## src/rtl/mem_bus_arbiter_pkg.sv

```systemverilog
// Shared types and constants for the memory-bus arbiter: FSM state encoding,
// bus record widths and the error read-data pattern.
package mem_bus_arbiter_pkg;

  typedef enum logic {
    ST_IDLE = 1'b0,
    ST_BUSY = 1'b1
  } arb_state_e;

  localparam logic [31:0] ERR_RDATA = 32'hDEAD_BEEF;

  // request record is {valid, addr, wdata, wstrb}
  function automatic int req_w(input int addr_w, input int data_w);
    return 1 + addr_w + data_w + data_w / 8;
  endfunction

  // response record is {rdata, ready}
  function automatic int resp_w(input int data_w);
    return data_w + 1;
  endfunction

endpackage

```

## src/rtl/mem_bus_arbiter_if.sv

```systemverilog
// Bundled master-side and slave-side buses of the arbiter.
// Master 0 occupies the least-significant slice of each packed vector.
interface mem_bus_arbiter_if
  import mem_bus_arbiter_pkg::*;
#(
  parameter int N_MASTERS = 2,
  parameter int ADDR_W    = 32,
  parameter int DATA_W    = 32
);
  localparam int REQ_W  = req_w(ADDR_W, DATA_W);
  localparam int RESP_W = resp_w(DATA_W);

  logic [N_MASTERS*REQ_W-1:0]  m_req;
  logic [N_MASTERS*RESP_W-1:0] m_resp;
  logic [REQ_W-1:0]            s_req;
  logic [RESP_W-1:0]           s_resp;

  // the arbiter: serves the masters and drives the shared slave
  modport slave  (input m_req, output m_resp, output s_req, input s_resp);
  // the surroundings: masters plus the shared slave
  modport master (output m_req, input m_resp, input s_req, output s_resp);
endinterface

```

## src/rtl/mem_bus_arbiter_arb_rr_sel.sv

```systemverilog
// Combinational round-robin selector: first requester at or after i_ptr,
// searching upward with wrap. o_winner is 0 when nobody requests.
module arb_rr_sel #(
  parameter  int N  = 2,
  localparam int IW = $clog2(N)
) (
  input  logic [N-1:0]  i_req,
  input  logic [IW-1:0] i_ptr,
  output logic [IW-1:0] o_winner,
  output logic          o_any
);
  logic [IW:0] w_sum;
  logic [IW:0] w_idx;

  // scan from farthest to nearest so the nearest requester wins
  always_comb begin
    o_winner = '0;
    o_any    = |i_req;
    w_sum    = '0;
    w_idx    = '0;
    for (int k = N - 1; k >= 0; k--) begin
      w_sum    = {1'b0, i_ptr} + (IW+1)'(k);
      w_idx    = (w_sum >= (IW+1)'(N)) ? w_sum - (IW+1)'(N) : w_sum;
      o_winner = i_req[w_idx[IW-1:0]] ? w_idx[IW-1:0] : o_winner;
    end
  end
endmodule

```

## src/rtl/mem_bus_arbiter.sv

```systemverilog
// Round-robin arbiter sharing one native-bus slave between N_MASTERS masters.
// Optional watchdog enabled by defining ARB_TIMEOUT_EN (adds o_timeout).
module mem_bus_arbiter
  import mem_bus_arbiter_pkg::*;
#(
  parameter  int N_MASTERS      = 2,
  parameter  int ADDR_W         = 32,
  parameter  int DATA_W         = 32,
  parameter  int TIMEOUT_CYCLES = 255,
  localparam int GID_W          = $clog2(N_MASTERS)
) (
  input  logic             clk,
  input  logic             rst,
  mem_bus_arbiter_if.slave bus,
  output logic [GID_W-1:0] o_grant_id,
  output logic             o_busy
`ifdef ARB_TIMEOUT_EN
  ,
  output logic             o_timeout
`endif
);
  localparam int REQ_W  = req_w(ADDR_W, DATA_W);
  localparam int RESP_W = resp_w(DATA_W);

  arb_state_e       r_state, w_state_nx;
  logic [GID_W-1:0] r_grant, w_grant_nx;
  logic [GID_W-1:0] r_ptr, w_ptr_nx;
  logic [GID_W-1:0] w_winner;
  logic             w_any;
  logic [N_MASTERS-1:0] w_valid;
  logic [REQ_W-1:0] w_sel_req;
  logic             w_sel_valid;
  logic             w_s_ready;
  logic             w_expire;

  // gather the valid bit (MSB) of every master's request
  always_comb begin
    w_valid = '0;
    for (int i = 0; i < N_MASTERS; i++) begin
      w_valid[i] = bus.m_req[i*REQ_W + REQ_W - 1];
    end
  end

  assign w_sel_req   = bus.m_req[r_grant*REQ_W +: REQ_W];
  assign w_sel_valid = w_sel_req[REQ_W-1];
  assign w_s_ready   = bus.s_resp[0];

  arb_rr_sel #(.N(N_MASTERS)) u_sel (
    .i_req    (w_valid),
    .i_ptr    (r_ptr),
    .o_winner (w_winner),
    .o_any    (w_any)
  );

`ifdef ARB_TIMEOUT_EN
  localparam int CNT_W = $clog2(TIMEOUT_CYCLES + 1);
  logic [CNT_W-1:0] r_cnt;
  logic             r_timeout;

  assign w_expire = (r_state == ST_BUSY) && w_sel_valid && !w_s_ready
                    && (r_cnt == CNT_W'(TIMEOUT_CYCLES));

  // BUSY-cycle counter and sticky watchdog flag
  always_ff @(posedge clk) begin
    if (rst) begin
      r_cnt     <= '0;
      r_timeout <= 1'b0;
    end else begin
      r_cnt     <= (r_state == ST_BUSY) ? r_cnt + CNT_W'(1) : '0;
      r_timeout <= r_timeout | w_expire;
    end
  end

  assign o_timeout = r_timeout;
`else
  assign w_expire = 1'b0;
`endif

  // state, grant and pointer registers
  always_ff @(posedge clk) begin
    if (rst) begin
      r_state <= ST_IDLE;
      r_grant <= '0;
      r_ptr   <= '0;
    end else begin
      r_state <= w_state_nx;
      r_grant <= w_grant_nx;
      r_ptr   <= w_ptr_nx;
    end
  end

  // next state plus slave mux and response routing; a dropped valid aborts
  always_comb begin
    w_state_nx = r_state;
    w_grant_nx = r_grant;
    w_ptr_nx   = r_ptr;
    bus.s_req  = '0;
    bus.m_resp = '0;
    if (!rst) begin
      case (r_state)
        ST_IDLE: begin
          if (w_any) begin
            w_state_nx = ST_BUSY;
            w_grant_nx = w_winner;
          end else begin
            w_state_nx = ST_IDLE;
          end
        end
        ST_BUSY: begin
          bus.s_req = w_sel_req;
          if (w_sel_valid) begin
            bus.m_resp[r_grant*RESP_W +: RESP_W] =
                w_expire ? {DATA_W'(ERR_RDATA), 1'b1} : bus.s_resp;
          end else begin
            bus.m_resp = '0;
          end
          if (!w_sel_valid || w_s_ready || w_expire) begin
            w_state_nx = ST_IDLE;
            w_ptr_nx   = (r_grant == GID_W'(N_MASTERS - 1)) ? '0 : r_grant + GID_W'(1);
          end else begin
            w_state_nx = ST_BUSY;
          end
        end
        default: w_state_nx = ST_IDLE;
      endcase
    end else begin
      w_state_nx = ST_IDLE;
    end
  end

  assign o_grant_id = r_grant;
  assign o_busy     = (r_state == ST_BUSY) && !rst;
endmodule

```

## src/flat_wrapper.sv

```systemverilog
// flat-port wrapper written by rule: the top's interface ports become plain ports
module mem_bus_arbiter_flat import mem_bus_arbiter_pkg::*;
#(
  parameter  int N_MASTERS      = 2,
  parameter  int ADDR_W         = 32,
  parameter  int DATA_W         = 32,
  parameter  int TIMEOUT_CYCLES = 255,
  localparam int GID_W          = $clog2(N_MASTERS)
)
  (clk, rst, o_grant_id, o_busy, bus_m_req, bus_m_resp, bus_s_req, bus_s_resp);
  mem_bus_arbiter_if #(.N_MASTERS(N_MASTERS), .ADDR_W(ADDR_W), .DATA_W(DATA_W)) bus_i ();
  input  logic clk;
  input  logic rst;
  output logic [GID_W-1:0] o_grant_id;
  output logic o_busy;
  input wire logic [$bits(bus_i.m_req)-1:0] bus_m_req;
  output wire logic [$bits(bus_i.m_resp)-1:0] bus_m_resp;
  output wire logic [$bits(bus_i.s_req)-1:0] bus_s_req;
  input wire logic [$bits(bus_i.s_resp)-1:0] bus_s_resp;
  assign bus_i.m_req = bus_m_req;
  assign bus_m_resp = bus_i.m_resp;
  assign bus_s_req = bus_i.s_req;
  assign bus_i.s_resp = bus_s_resp;
  mem_bus_arbiter #(.N_MASTERS(N_MASTERS), .ADDR_W(ADDR_W), .DATA_W(DATA_W), .TIMEOUT_CYCLES(TIMEOUT_CYCLES)) u_core (.clk(clk), .rst(rst), .bus(bus_i), .o_grant_id(o_grant_id), .o_busy(o_busy));
endmodule
```

## config.mk

```make
export PLATFORM = sky130hd
export DESIGN_NAME = mem_bus_arbiter_flat
export DESIGN_NICKNAME = d
export VERILOG_FILES = /design/src/rtl/mem_bus_arbiter_pkg.sv /design/src/rtl/mem_bus_arbiter_if.sv /design/src/rtl/mem_bus_arbiter_arb_rr_sel.sv /design/src/rtl/mem_bus_arbiter.sv /design/src/flat_wrapper.sv
export SDC_FILE = /design/constraint.sdc
export NUM_CORES = 1
export LEC_CHECK = 0
export BUFFER_PORTS_ARGS = -buffer_cell sky130_fd_sc_hd__buf_2
export CAP_MARGIN = 20
export CORE_AREA = 3 3 121 123
export CTS_CLUSTER_DIAMETER = 30
export DETAILED_ROUTE_END_ITERATION = 7
export DIE_AREA = 0 0 124 126
export PLACE_DENSITY = 0.46
export SYNTH_ARGS = -nofsm -noshare
export SYNTH_HDL_FRONTEND = slang
export SYNTH_SLANG_ARGS = --single-unit
```

## constraint.sdc

```tcl
create_clock -name clk -period 1 [get_ports clk]
set_input_delay 0 -clock clk [delete_from_list [all_inputs] [get_ports clk]]
set_output_delay 0 -clock clk [all_outputs]
set_load 0.01 [all_outputs]
```

==> impl_metrics.yaml, run 1 <==
placed_design:
  dpl.cell_count: 738
  hpwl_microns: 8000
  pre_cts_ws_ps: -149
  place_congestion: 0.739
  port_buffers: 309
clock_tree:
  cts_buffers: 3
  holdBufCountCts: 0
  cts_max_path_buffers: 2
  cts-htree-levels: 1
  numClockSinks: 3
  cts_tree: "done"
  clk_latency_ps: 230
  clk_pin_slew_worst_paths_ps: 30
  root_buffer: "clkbuf_16"
sta:
  hold_slack_ps: 49.4
  final_max_slew_viol_count: 0
  worst_pin_slew_ps: 229
  finalSetupViolations: 138
  rsz0062_at_grt: "true"
  worst_slack_ps: -333
  max_freq_ghz: 0.750
  skew_ps: 1.63
  finalCritPeriodShare: 1.33
  hold_violations: 0
  fin_setup_tns_ps: -38040
  slew_headroom: 0.843
  min_period_ps: 1330
worst_setup_path:
  endpoint_kind: "primary output"
  rr_startpoint: "u_core.o_grant_id"
  crit_type: "register to primary output"
  reg2reg_to: "u_core.r_state"
  critical_path_required_ps: 1000
  r2r_setup_slack_ps: -80
  rr_worst_depth: 5
  crit_fanout: 16
  critPathLaunchType: "register"
  cp_data_arrival_time_ps: 1330
global_routing:
  grt_pass1_vias: 2728
  grt_max_degree: 34
  antenna_found_initial: 0
  grt_pass1_wl_microns: 13800
  grt-ovfl-total: 0
  grtUsageTotal: 0.112
floorplanning:
  initial_core_util: 0.123
  num_rows: 43
  design.die.area_sq_mm: 0.0156
  ios: 310
  core_sq_mm: 0.0138
  die_y_microns: 126
  die_w_microns: 124
finish:
  finish.utilization: 0.310
  drive_above_1_share: 0.692
  final_cell_count_no_fill: 757
  fin_nets: 751
  syn2layout_area_growth_pct: 152
  n_antenna_cell: 0
synth:
  synth_top_area_frac: 0.401
  synth_top_area_cell: "mux2i_1"
  ys_seq_elements: 3
  netlist_area_sq_mm: 0.00170
  synthCells: 249
  synth-seq-area-share: 0.0354
  synth_area_per_cell_sq_um: 6.81
  ys.warnings.count: 0
  yosys-top-cells-area: "mux2i_1, and2_1, nor2_1"
  ys_types: 16
  synth_fp_nets: 422
routing:
  dr_total_vias: 2914
  avgRoutedWirePerCell_microns: 13.2
  routed_via_density: 3.85
  drtPass1Iterations: 6
  drtIter0Drc: 44
  drc: 0
  postRouteAntennaNets: 0
  wl_microns: 10000
power:
  leakagePower_nw: 2.38
  ir_drop_uv: 301
  p_per_area_mw_per_mm2: 527
status:
  status: "finished, violations left"
  violations: "negative setup slack"
worst_hold_path:
  hp-start: "bus_m_req[68]"
  hold_depth: 3
  hp-class: "input pin to register"
  holdPathEnd: "u_core.r_state"
run:
  max_cap_viol_count: 0
==> per-stage QoR <==
stage | power, W | instance area [sq um]
final | 0.00225 | 4270
after global routing | 0.00242 | 4270
after CTS | 0.00223 | 4190
after detailed placement | 0.00140 | 3670
after global placement | 0.00141 | 3670
after floorplan | 0.000721 | 1780
==> cells by family (layout without fill, tap and decap cells) <==
group | Yosys count | in the layout | synth area share
and+or+nand+nor | 142 | 142 | 0.427
buffers and inverters | 26 | 354 | 0.103
DFF | 3 | 3 | 0.0354
AOI/OAI and AO/OA | 10 | 10 | 0.0332
muxes | 68 | 68 | 0.401
==> per-layer routing <==
metal / wire [microns] / GRT usage / up-vias
met5: 0 / 0 / -
met4: 112 / 0.0187 / 0
met3: 990 / 0.0144 / 9
met2: 5370 / 0.228 / 192
met1: 3550 / 0.119 / 1250
li1: - / - / 1463
==> timing repair <==
action                     in CTS  in global routing
setup buffers                   9                  3
cloned                          4                  1
setup endpoints to repair     138                139
gates resized for setup        48                 23
pin swaps                       1                  1
==> worst max-delay path: stages, from the launching register on <==
cell and delay (ps):
dfxtp_4 370, buf_12 170, buf_12 130, mux2i_2 230
nor2_1 50, buf_2 140
==> synth_stat cells <==
master,count
and2_1,66
buf_2,8
a21oi_1,3
o21ai_0,5
buf_6,4
a221oi_1,1
mux2i_1,68
nor2b_1,2
buf_4,10
nor2_1,68
nand2_1,2
nor2_4,2
nand2b_1,2
inv_1,4
dfxtp_1,3
o211ai_1,1
==> flip-flops by register name (all words and copies together), names as in the netlist <==
signal	flops
u_core.r_ptr	1
u_core.o_grant_id	1
u_core.r_state	1
==> placed cells by master (no fill, tap or decap) <==
master | Yosys | layout
o21ai_1 | 0 | 2
nand2b_4 | 0 | 1
clkbuf_16 | 0 | 4
inv_1 | 4 | 2
mux2i_1 | 68 | 60
and2_1 | 66 | 36
nor2_1 | 68 | 66
a221oi_2 | 0 | 1
mux2i_2 | 0 | 7
and2_4 | 0 | 30
dfxtp_1 | 3 | 1
nand2_2 | 0 | 1
nor2_2 | 0 | 2
nand2_1 | 2 | 1
o21ai_0 | 5 | 3
buf_6 | 4 | 36
dfxtp_4 | 0 | 1
clkbuf_1 | 0 | 1
buf_8 | 0 | 1
buf_2 | 8 | 276
buf_12 | 0 | 12
nand2b_1 | 2 | 1
nor2b_1 | 2 | 2
buf_4 | 10 | 17
dfxtp_2 | 0 | 1
a21oi_1 | 3 | 2
mux2i_4 | 0 | 1
a21oi_4 | 0 | 1
buf_16 | 0 | 3
inv_4 | 0 | 1
nor2_4 | 2 | 2
inv_2 | 0 | 1
o211ai_1 | 1 | 1
==> how the worst max path moves through the flow <==
stage          cells past startpoint              to         startpoint  slack [ps]
2_1_floorplan                      5  bus_m_resp[35]  u_core.o_grant_id          10
3_3_place_gp                       5   bus_s_req[66]  u_core.o_grant_id        -160
3_5_place_dp                       5   bus_s_req[62]  u_core.o_grant_id        -150
4_1_cts                            5   bus_s_req[66]  u_core.o_grant_id        -350
5_1_grt                            5    bus_s_req[9]  u_core.o_grant_id        -400
6_report                           5   bus_s_req[62]  u_core.o_grant_id        -330
==> layout make-up <==
type / count / area, sq um
Clock buffer: 4 / 78.8
Sequential cell: 3 / 65.1
Multi-Input combinational cell: 220 / 1610
Tap cell: 180 / 225
Timing Repair Buffer: 346 / 2280
Inverter: 4 / 17.5
Fill cell: 1481 / 9500
==> where the power goes <==
group	total (W)	internal, W	switching (W)	leakage (nW)
Sequential	0.000143	0.000131	0.0000121	0.0257
Clock	0.000644	0.000527	0.000117	0.0382
Combinational	0.00146	0.000828	0.000637	2.32
No activity file was read; power rests on OpenSTA's default activity.
==> run 2, diff against run 1 <==
ABC_AREA = 1   (was default)
CORE_AREA = 3 3 119 121   (was 3 3 121 123)
DIE_AREA = 0 0 122 124   (was 0 0 124 126)
PLACE_DENSITY = 0.48   (was 0.46)
==> impl_metrics.yaml, run 2 <==
floorplanning:
  ios: 310
  core_sq_mm: 0.0132
  design.die.area_sq_mm: 0.0151
  initial_core_util: 0.137
  die_y_microns: 124
  die_w_microns: 122
  num_rows: 42
routing:
  drtIter0Drc: 114
  postRouteAntennaNets: 0
  wl_microns: 12100
  avgRoutedWirePerCell_microns: 14.1
  routed_via_density: 4.07
  drtPass1Iterations: 4
  drc: 0
  dr_total_vias: 3499
finish:
  layout_common_cells: "buf_2, nor2_1, nor3_4"
  n_antenna_cell: 0
  mostFrequentLayoutCell: "buf_2"
  fin_nets: 857
  syn2layout_area_growth_pct: 170
  nFillCells: 1429
  finish.utilization: 0.369
  drive_above_1_share: 0.687
sta:
  skew_ps: 2.93
  worst_slack_ps: -417
  slew_headroom: 0.824
  fin_setup_tns_ps: -48270
  rsz0062_at_grt: "true"
  worst_pin_slew_ps: 264
  max_freq_ghz: 0.706
  finalCritPeriodShare: 1.42
  min_period_ps: 1420
  final_max_slew_viol_count: 0
  hold_violations: 0
  finalSetupViolations: 137
clock_tree:
  holdBufCountCts: 0
  cts-htree-levels: 1
  clk_pin_slew_worst_paths_ps: 30
  root_buffer: "clkbuf_16"
  numClockSinks: 3
  cts_tree: "done"
  cts_max_path_buffers: 2
  cts_buffers: 3
  clk_latency_ps: 230
global_routing:
  grtUsageTotal: 0.130
  grt_max_degree: 57
  grt_pass1_vias: 3138
  grt-ovfl-total: 0
  grt_pass1_wl_microns: 15800
  antenna_found_initial: 1
worst_setup_path:
  critical_path_required_ps: 1000
  crit_type: "register to primary output"
  crit_fanout: 6
  rr_worst_depth: 6
  r2r_setup_slack_ps: -60
  endpoint_kind: "primary output"
  crit_chain: "inv_2 > nor2_4 > buf_6 > buf_12 > inv_8 > buf_12 > nor3_4 > buf_2"
  cp_slowest_cell: "dfxtp_2"
  max_stage_delay_ps: 320
  cpMostUsedCell: "buf_12"
  cp_data_arrival_time_ps: 1420
  critPathLaunchType: "register"
synth:
  ys_types: 18
  synth-seq-area-share: 0.0333
  synth_fp_nets: 535
  ys_seq_elements: 3
  synth_top_area_cell: "nor2_1"
  synth-edff-count: 0
  yosys-top-cells-area: "nor2_1, o21ai_0, nor3_2"
  synth_commonest_cells: "nor2_1, o21ai_0, nor3_1, inv_1, nor3_2"
  synth_area_per_cell_sq_um: 4.98
  synthCells: 362
  synth_ff_type: "dfxtp_1"
  synth_top_area_frac: 0.285
  synth.most_common_cell: "nor2_1"
  ys.warnings.count: 0
  netlist_area_sq_mm: 0.00180
  synthArstFlopShare: 0
placed_design:
  port_buffers: 309
  place_congestion: 0.776
  hpwl_microns: 8570
  pre_cts_ws_ps: -161
power:
  ir_drop_uv: 399
  power_switching_w: 0.00111
  power_report.internal_total_w: 0.00151
  clkPwrFrac: 0.246
  swShare: 0.423
  pwr-share-seq: 0.057
  p_per_area_mw_per_mm2: 538
  combPwrFrac: 0.697
  p_total_w: 0.00262
  leakagePower_nw: 2.75
worst_hold_path:
  hp-class: "input pin to register"
  hold_depth: 3
status:
  status: "finished, violations left"
  violations: "negative setup slack"
run:
  max_cap_viol_count: 0
[run 2: cell count changes in the layout (fill, tap and decap cells not counted), sizes merged, moves of 4 or more]
cell | previous run | this run
mux2i | 68 | 0
inv | 4 | 39
and2 | 66 | 0
clkbuf | 5 | 12
nand2 | 2 | 6
nor2 | 70 | 138
nor3 | 0 | 66
o21ai | 5 | 69
[run 2: final timing paths]
path                           from                end
hold reg to reg        u_core.r_ptr       u_core.r_ptr
setup reg to reg  u_core.o_grant_id       u_core.r_ptr
hold / removal                  rst  u_core.o_grant_id
setup / recovery     u_core.r_state      bus_m_resp[8]
[run 2: area by class of cell]
cell class                 instances  area (sq um)  area share
timing repair inverter             1          11.3     0.00232
inverter                          38           163      0.0335
sequential                         3          65.1      0.0134
tap                              176           220      0.0453
multi-input combinational        286          2000       0.411
timing repair buffer             351          2330       0.479
clock buffer                       4          78.8      0.0162
[run 2: kinds of logic (layout without fill, tap and decap cells)]
group           after synthesis  count (layout)  share of synthesized area
flops                         3               3                     0.0333
compound gates               74              74                      0.209
simple gates                212             212                      0.573
buf+inv                      73             394                      0.185
[run 2: per-layer routing]
metal,up-vias,global-route usage,routed length [microns]
li1,1817,-,-
met5,-,0,13
met4,2,0.0273,93
met1,1492,0.141,4300
met3,8,0.0372,1260
met2,180,0.251,6420
[run 2: timing repair]
item / CTS / global route
gates resized for setup: 30 / 60
buffers inserted: 4 / 1
cloned: 5 / 9
pin swaps: 3 / 8
endpoints found under the setup margin: 138 / 139
[run 2: metrics by stage]
stage	hold WS, ps	cells	area, sq um
finish	124	859	4860
CTS	120	849	4510
detailed placement	295	836	4170
global route	124	859	4860
floorplan	61.7	362	2310
global placement	292	836	4170
[run 2: power groups by stage]
| stage | logic [W] | registers, W | clock network, W |
|---|---|---|---|
| floorplan | 0.000795 | 0.000142 | 0 |
| global placement | 0.00149 | 0.000147 | 0 |
| detailed placement | 0.00148 | 0.000147 | 0 |
| CTS | 0.00163 | 0.000148 | 0.000642 |
| global route | 0.00198 | 0.000151 | 0.000672 |
| finish | 0.00182 | 0.000149 | 0.000645 |
[run 2: critical path, delay by kind of cell (launching register included)]
| family | cells | cell delay, ps |
|---|---|---|
| buffers and inverters | 6 | 630 |
| flip-flops | 1 | 320 |
| AND/OR/NAND/NOR | 2 | 230 |
==> run 3, diff against run 2 <==
BUFFER_PORTS_ARGS = -buffer_cell sky130_fd_sc_hd__clkbuf_2   (was -buffer_cell sky130_fd_sc_hd__buf_2)
==> impl_metrics.yaml, run 3 (synthesized netlist as in run 2, its figures left out) <==
routing:
  postRouteAntennaNets: 0
  drc: 0
  routed_via_density: 4.09
  drtPass1Iterations: 4
  avgRoutedWirePerCell_microns: 14.0
  drtIter0Drc: 135
  wl_microns: 12000
  dr_total_vias: 3532
finish:
  syn2layout_area_growth_pct: 160
  final_cell_count_no_fill: 863
  fin_nets: 861
  stdcell_area_sq_mm: 0.00469
  mostFrequentLayoutCell: "clkbuf_2"
  layout_common_cells: "clkbuf_2, nor2_1, buf_2"
  n_antenna_cell: 0
  drive_above_1_share: 0.678
sta:
  min_period_ps: 1380
  worst_slack_ps: -377
  max_freq_ghz: 0.726
  skew_ps: 2.08
  final_max_slew_viol_count: 0
  rsz0062_at_grt: "true"
  fin_setup_tns_ps: -45310
  slew_headroom: 0.803
  worst_pin_slew_ps: 292
  finalCritPeriodShare: 1.38
  hold_violations: 0
  finalSetupViolations: 138
clock_tree:
  root_buffer: "clkbuf_16"
  cts_buffers: 3
  holdBufCountCts: 0
  clk_pin_slew_worst_paths_ps: 30
  cts_max_path_buffers: 2
  cts_tree: "done"
  clk_latency_ps: 220
  numClockSinks: 3
  cts-htree-levels: 1
power:
  p_total_w: 0.00253
  p_per_area_mw_per_mm2: 540
  ir_drop_uv: 636
  leakagePower_nw: 2.69
worst_setup_path:
  crit_chain: "inv_2 > nor2_4 > buf_6 > buf_6 > o21ai_0 > nor2_1 > clkbuf_2"
  critical_path_required_ps: 1000
  cp_data_arrival_time_ps: 1380
  cp_top_family: "buffers and inverters"
  r2r_setup_slack_ps: -30
  path_buf_inv: 4
  critPathLaunchType: "register"
  reg2reg_to: "u_core.r_ptr"
  endpoint_kind: "primary output"
  crit_type: "register to primary output"
  cpMostUsedCell: "buf_6"
  crit_fanout: 7
  rr_startpoint: "u_core.o_grant_id"
  rr_worst_depth: 7
  cp_slowest_cell: "dfxtp_2"
  max_stage_delay_ps: 320
global_routing:
  grt_max_degree: 63
  antenna_found_initial: 0
  grt_pass1_wl_microns: 15400
  grt-ovfl-total: 0
  grtUsageTotal: 0.126
  grt_pass1_vias: 3046
placed_design:
  hpwl_microns: 8690
  dpl.cell_count: 844
  place_congestion: 0.826
  port_buffers: 309
  place_area_sq_mm: 0.00420
  pre_cts_ws_ps: -192
worst_hold_path:
  hp-start: "bus_m_req[137]"
  holdPathEnd: "u_core.o_grant_id"
  hp-class: "input pin to register"
  hold_depth: 3
status:
  violations: "negative setup slack"
  status: "finished, violations left"
run:
  max_cap_viol_count: 0
floorplanning:
  design.die.area_sq_mm: 0.0151
  ios: 310
  die_y_microns: 124
  num_rows: 42
  initial_core_util: 0.137
  die_w_microns: 122
  core_sq_mm: 0.0132
## run 3: changes by cell type in the layout (fill, tap and decap cells not counted), moves of 3 or more
cell / before / now
buf_16: 6 / 3
buf_2: 306 / 114
buf_4: 10 / 20
buf_6: 7 / 10
clkbuf_2: 0 / 191
nor3_2: 28 / 34
nor3_4: 38 / 32
o21ai_0: 26 / 13
o21ai_1: 31 / 46
## run 3: final cells by class
class	instances	area [sq um]
clock buffers	4	78.8
multi-input cells	286	1910
flip-flops and latches	3	65.1
inverters	38	155
fillers	1464	8500
well taps	176	220
repair buffers	356	2260
## run 3: power by group
part	total [W]	switching [W]	internal, W
sequential	0.000146	0.0000148	0.000131
combinational	0.00175	0.000941	0.000812
clock	0.000635	0.000109	0.000526
## run 3: worst max-delay path by stage
stage | startpoint | end | slack (ps) | cells past startpoint
final | u_core.r_state | bus_s_req[30] | -380 | 7
after CTS | u_core.r_state | bus_s_req[50] | -360 | 7
after detailed placement | u_core.r_state | bus_s_req[49] | -190 | 6
after global routing | u_core.r_state | bus_s_req[52] | -430 | 7
after floorplan | u_core.r_state | bus_m_resp[57] | -20 | 6
after global placement | u_core.r_state | bus_s_req[53] | -170 | 6
## run 3: routing by layer
layer | vias to the layer above | GRT usage | share of wire
li1 | 1818 | - | -
met1 | 1536 | 0.147 | 0.39
met2 | 176 | 0.235 | 0.51
met3 | 2 | 0.0309 | 0.093
met4 | 0 | 0.0252 | 0.0049
met5 | - | 0 | 0
## run 3: worst register-to-register path, stage by stage (launching register included)
cell and delay (ps):
dfxtp_4 420, inv_8 70, nand2_8 120, nand2_2 70, nand2_1 80, nand3_1 70
nand2_1 60, nor2_1 30
## run 3: per-stage QoR
stage | util | hold WS [ps]
5_1_grt | 0.356 | 119
3_3_place_gp | 0.319 | 300
2_1_floorplan | - | 61.7
3_5_place_dp | 0.319 | 303
6_report | 0.356 | 98.1
4_1_cts | 0.333 | 103
## run 3: what timing repair did
action	in CTS	in global routing
setup buffers	3	2
pin swaps	0	24
resized for setup	16	184
endpoints found under the setup margin	139	139
gates cloned	2	8
